File: src/rtl/pwm_ramp_ctrl.sv
// Soft-start/soft-stop sequencer for one pwm channel: loads the period, then
// walks the duty value from a start value to a target in fixed steps.
module pwm_ramp_ctrl (
  input  logic        refClock,
  input  logic        resetN,
  input  logic        cmdStart,
  input  logic        cmdStop,
  input  logic [15:0] cfgPeriod,
  input  logic [15:0] cfgStartDuty,
  input  logic [15:0] cfgTargetDuty,
  input  logic [15:0] cfgStep,
  input  logic [7:0]  cfgHold,
  input  logic        pwmEvent,
  output logic        pwmEnDC,
  output logic        pwmWritePeriod,
  output logic [15:0] pwmData,
  output logic        busy,
  output logic        done
);

  typedef enum logic [2:0] {IDLE, LOAD, GAP, RAMP, FINISH} stateT;

  stateT       state;
  logic [15:0] curDuty;
  logic [15:0] periodReg;
  logic [15:0] effTarget;
  logic [15:0] stepReg;
  logic [7:0]  effHold;
  logic [7:0]  holdCnt;
  logic [1:0]  loadCnt;
  logic        stopPending;

  logic [15:0] startClamped;
  logic [15:0] targetClamped;
  logic [15:0] dutyDiff;
  logic [15:0] steppedDuty;
  logic        holdExpired;

  // NOTE: every always_comb output gets a default first so no path leaves it unassigned (no latch).
  always_comb begin
    startClamped  = (cfgStartDuty  > cfgPeriod) ? cfgPeriod : cfgStartDuty;
    targetClamped = (cfgTargetDuty > cfgPeriod) ? cfgPeriod : cfgTargetDuty;
    dutyDiff      = (effTarget >= curDuty) ? (effTarget - curDuty) : (curDuty - effTarget);
    steppedDuty   = effTarget;
    if (stepReg != 16'd0 && dutyDiff > stepReg) begin
      // Both operands are clamped to the period, so the remaining distance bounds the step.
      steppedDuty = (effTarget > curDuty) ? (curDuty + stepReg) : (curDuty - stepReg);
    end
    holdExpired   = (holdCnt + 8'd1) == effHold;
  end

  // NOTE: sequential state uses non-blocking assignments so every register sees pre-edge values.
  always_ff @(posedge refClock) begin
    if (!resetN) begin
      state          <= IDLE;
      curDuty        <= 16'd0;
      periodReg      <= 16'd0;
      effTarget      <= 16'd0;
      stepReg        <= 16'd0;
      effHold        <= 8'd1;
      holdCnt        <= 8'd0;
      loadCnt        <= 2'd0;
      stopPending    <= 1'b0;
      pwmEnDC        <= 1'b0;
      pwmWritePeriod <= 1'b0;
      pwmData        <= 16'd0;
      busy           <= 1'b0;
      done           <= 1'b0;
    end else begin
      done <= 1'b0;
      case (state)
        IDLE: begin
          if (cmdStart && !cmdStop) begin
            periodReg      <= cfgPeriod;
            effTarget      <= targetClamped;
            stepReg        <= cfgStep;
            effHold        <= (cfgHold == 8'd0) ? 8'd1 : cfgHold;
            curDuty        <= startClamped;
            loadCnt        <= 2'd0;
            stopPending    <= 1'b0;
            pwmEnDC        <= 1'b1;
            pwmWritePeriod <= 1'b1;
            pwmData        <= cfgPeriod;
            busy           <= 1'b1;
            state          <= LOAD;
          end
        end
        LOAD: begin
          if (loadCnt == 2'd2) begin
            pwmEnDC        <= 1'b0;
            pwmWritePeriod <= 1'b0;
            pwmData        <= curDuty;
            if (stopPending || cmdStop) begin
              busy  <= 1'b0;
              state <= IDLE;
            end else begin
              state <= GAP;
            end
          end else begin
            // A stop here is remembered so the period write always completes.
            loadCnt     <= loadCnt + 2'd1;
            stopPending <= stopPending | cmdStop;
          end
        end
        GAP: begin
          if (cmdStop) begin
            busy  <= 1'b0;
            state <= IDLE;
          end else if (curDuty == effTarget) begin
            done  <= 1'b1;
            state <= FINISH;
          end else begin
            holdCnt <= 8'd0;
            state   <= RAMP;
          end
        end
        RAMP: begin
          if (cmdStop) begin
            busy  <= 1'b0;
            state <= IDLE;
          end else if (pwmEvent) begin
            if (holdExpired) begin
              holdCnt <= 8'd0;
              curDuty <= steppedDuty;
              pwmData <= steppedDuty;
              if (steppedDuty == effTarget) begin
                done  <= 1'b1;
                state <= FINISH;
              end
            end else begin
              holdCnt <= holdCnt + 8'd1;
            end
          end
        end
        FINISH: begin
          busy  <= 1'b0;
          state <= IDLE;
        end
        default: begin
          busy  <= 1'b0;
          state <= IDLE;
        end
      endcase
    end
  end

endmodule

File: config.mk
export PLATFORM = sky130hd
export DESIGN_NAME = pwm_ramp_ctrl
export DESIGN_NICKNAME = d
export VERILOG_FILES = /design/src/rtl/pwm_ramp_ctrl.sv
export SDC_FILE = /design/constraint.sdc
export NUM_CORES = 1
export LEC_CHECK = 0
export BUFFER_PORTS_ARGS = -buffer_cell sky130_fd_sc_hd__buf_2
export CAP_MARGIN = 20
export CELL_PAD_IN_SITES_DETAIL_PLACEMENT = 0
export CELL_PAD_IN_SITES_GLOBAL_PLACEMENT = 2
export CORE_AREA = 2 2 145 161
export CTS_BUF_LIST = sky130_fd_sc_hd__clkbuf_4 sky130_fd_sc_hd__clkbuf_8
export DETAILED_ROUTE_END_ITERATION = 7
export DIE_AREA = 0 0 147 163
export GPL_ROUTABILITY_DRIVEN = 0
export GPL_TIMING_DRIVEN = 0
export PLACE_DENSITY = 0.95
export SKIP_CTS_REPAIR_TIMING = 1
export SYNTH_ARGS = -nofsm -noshare
export SYNTH_HDL_FRONTEND = slang
export SYNTH_SLANG_ARGS = --single-unit
File: constraint.sdc
create_clock -name refClock -period 10.35 [get_ports refClock]
set_clock_uncertainty 0.2 [all_clocks]
set_input_delay 1.035 -clock refClock [delete_from_list [all_inputs] [get_ports refClock]]
set_output_delay 1.035 -clock refClock [all_outputs]
set_load 0.1 [all_outputs]
==> flow_metrics.env <==
export IMPL_status="completed"
export IMPL_synth_top_cell_by_area="dfxtp_1"
export IMPL_holdCritStartpoint="effHold[7]"
export IMPL_finalSetupViolCount=0
export IMPL_syn_to_final_growth_pct=12.7
export IMPL_wl_per_cell_um=19.0
export IMPL_cts_buffer_depth=2
export IMPL_hold_path_class="flip-flop to flip-flop"
export IMPL_dpl_cell_area_um2=9390
export IMPL_drv_cap=0
export IMPL_htree_levels=3
export IMPL_power_frac_comb_pct=59.5
export IMPL_worst_pin_slew_ps=899
export IMPL_rsz0062_at_grt="no"
export IMPL_end_kind="flip-flop"
export IMPL_ys_seq_area_share_pct=20.9
export IMPL_die_y_um=163
export IMPL_synth_area_um2=8540
export IMPL_vias=8522
export IMPL_syn_instance_count=1126
export IMPL_ir_drop_uv=101
export IMPL_hpwl_um=24100
export IMPL_grt_total_usage_pct=24.4
export IMPL_cts_sinks=89
export IMPL_hold_viol_final=0
export IMPL_viasPerCell=5.54
export IMPL_power_density_nw_per_um2=177
export IMPL_p_switching_uw=810
export IMPL_holdPathEnd="effHold[7]"
export IMPL_cts_buffers=9
export IMPL_ys_seq_elements=89
export IMPL_start_util_pct=37.9
export IMPL_cp_max_fo=10
export IMPL_p_int_uw=889
export IMPL_critPathArrivalTime_ps=7990
export IMPL_final_util_pct=42.8
export IMPL_clk_latency_ps=390
export IMPL_crit_path_start_kind="flip-flop"
export IMPL_synth_area_top_cells="dfxtp_1 21%, ha_1 14%, a21oi_1 6.9%, nand2_1 5.2%, mux2i_1 4.8%"
export IMPL_grt_pass1_vias=8267
export IMPL_crit_required_ps=10440
export IMPL_ioPinCount=97
export IMPL_cts_root_buf="clkbuf_8"
export IMPL_synth_flop_cell="dfxtp_1"
export IMPL_r2r_slack_ps=2450
export IMPL_antenna_cells=0
export IMPL_yosysUniqueCellTypes=66
export IMPL_cts_tree="yes"
export IMPL_first_pass_iters=5
export IMPL_ys_warn_count=0
export IMPL_path_class="flip-flop to flip-flop"
export IMPL_fin_crit_sh_pct=76.3
export IMPL_coreArea_um2=22500
export IMPL_grt_pass1_wl_um=45600
export IMPL_fin_area_um2=9620
export IMPL_ant_nets=0
export IMPL_rows=58
export IMPL_r2r_start="curDuty[11]"
export IMPL_route_detailed_drc=0
export IMPL_worstReg2RegEnd="pwmData[8]"
export IMPL_die_area_um2=24000
export IMPL_grt_max_degree=18
export IMPL_async_flop_share_pct=0
export IMPL_power_leakage_uw=0.00407
export IMPL_grt_overflow=0
export IMPL_seq_power_share_pct=23.1
export IMPL_routed_wl_um=29200
export IMPL_r2r_cells=24
export IMPL_clk_pin_slew_ps=110
export IMPL_slew_viol_final=0
export IMPL_drt_iter0_drc=735
export IMPL_fp_dieW_um=147
export IMPL_p_clk_share_pct=17.5
export IMPL_timing_fmax_mhz=127
export IMPL_p_sw_share_pct=47.7
export IMPL_avgSynthCellArea_um2=7.58
export IMPL_setup_tns_ps=0
export IMPL_nNetsFinal=1409
export IMPL_synth_top_cell_area_share_pct=20.9
export IMPL_post_route_min_period_ps=7900
export IMPL_port_buffers=95
export IMPL_drive_gt1_share_pct=11.0
export IMPL_synth_edf_count=0
export IMPL_syn_nets=1303
export IMPL_antenna_found_initial=0
export IMPL_maxSlewHeadroom_pct=39.6
export IMPL_hold_path_depth=2
per-stage QoR:
stage / total power, uW / hold slack (ps) / setup slack [ps] / std cells
floorplan: 1140 / 252 / 4680 / 1126
global placement: 1390 / 264 / 2440 / 1521
detailed placement: 1400 / 275 / 2460 / 1521
CTS: 1700 / 288 / 2410 / 1537
global route: 1820 / 310 / 2030 / 1537
finish: 1700 / 283 / 2450 / 1537
synthesized netlist by cell type (3+ instances only):
master	n
a41oi_1	3
nand2b_1	8
a21boi_0	30
nand2_1	118
o21bai_1	10
a21o_1	21
o211a_1	3
a221o_1	3
buf_1	3
xor2_1	15
and3_1	5
mux2_2	6
a21oi_1	118
xnor3_1	3
nand4_1	15
or2_2	3
or4_1	7
o22ai_1	18
or3_1	5
ha_1	97
clkbuf_1	55
nand3_1	17
and4_1	8
buf_2	4
nor2b_1	17
and2_1	6
o21ai_0	77
nor3_1	13
xnor2_1	44
a31oi_1	13
o31ai_1	7
a31o_2	4
mux2i_1	41
fa_1	3
o211ai_1	12
nor2_1	69
o311ai_0	4
nand3b_1	4
a211oi_1	19
o21a_1	10
inv_1	80
dfxtp_1	89
a211o_1	4
nor4_1	7
state kept, by name (all words and copies together) (netlist names), 2 cells and up:
name / flops
effTarget: 16
curDuty: 16
state: 3
loadCnt: 2
effHold: 8
pwmData: 16
holdCnt: 8
stepReg: 16
worst max path at each step:
stage / start / end / slack (ps) / cells after the start
2_1_floorplan: curDuty[1] / pwmData[1] / 4680 / 24
3_3_place_gp: curDuty[11] / pwmData[8] / 2440 / 24
3_5_place_dp: curDuty[11] / pwmData[8] / 2460 / 24
4_1_cts: curDuty[11] / pwmData[8] / 2410 / 24
5_1_grt: curDuty[11] / pwmData[8] / 2030 / 24
6_report: curDuty[11] / pwmData[8] / 2450 / 24
power by group through the flow:
stage / clock network [uW] / logic, uW / registers (uW)
2_1_floorplan: 0 / 697 / 445
3_3_place_gp: 0 / 990 / 398
6_report: 297 / 1010 / 392
3_5_place_dp: 0 / 996 / 399
5_1_grt: 314 / 1110 / 395
4_1_cts: 302 / 1000 / 391
final cells by class:
class	count	area, um^2
Buffer	63	245
Clock buffer	9	124
Clock inverter	7	113
Fill cell	2396	12900
Inverter	80	300
Multi-Input combinational cell	894	6210
Sequential cell	89	1780
Tap cell	300	375
Timing Repair Buffer	95	475
kinds of logic after synthesis:
group                    share of synthesized area, %
multiplexers                                     5.60
AND/OR/NAND/NOR                                  17.7
flip-flops                                       20.9
adder cells (fa/ha/maj)                          14.9
AO/OA/AOI/OAI                                    27.7
buffers and inverters                            6.39
XOR/XNOR                                         6.84
worst max-delay path, stage by stage (launching register included):
cell,delay [ps]
dfxtp_1,470
inv_1,70
ha_1,280
clkbuf_1,390
nand4_1,270
nand2b_1,260
nor4_2,760
nor2_1,380
mux2_2,380
o21bai_1,160
a221o_1,300
a21oi_1,310
xnor2_1,130
ha_1,290
nand4_1,200
nor4_1,470
o21ai_0,160
a31oi_1,540
clkbuf_1,460
clkbuf_1,400
a21oi_1,220
mux2i_1,230
o21ai_0,110
a21oi_1,270
nor2_1,90
layer usage:
metal	GRT usage [%]	wire length [um]	share of wire, %	vias up
met4	10.7	1200	4.1	0
met2	40.6	13400	46	260
met1	32.3	13400	46	3934
li1	-	-	-	4276
met3	2.21	1260	4.3	52
met5	0	0	0	-
cell usage in the layout, fill, tap and decap left out, types with 44 or more instances in the layout:
cell type,synthesis,layout
nand2_1,118,118
dfxtp_1,89,89
buf_2,4,99
clkbuf_1,55,55
ha_1,97,97
a21oi_1,118,118
nor2_1,69,69
inv_1,80,80
xnor2_1,44,44
o21ai_0,77,77
(Power assumes the default switching activity.)
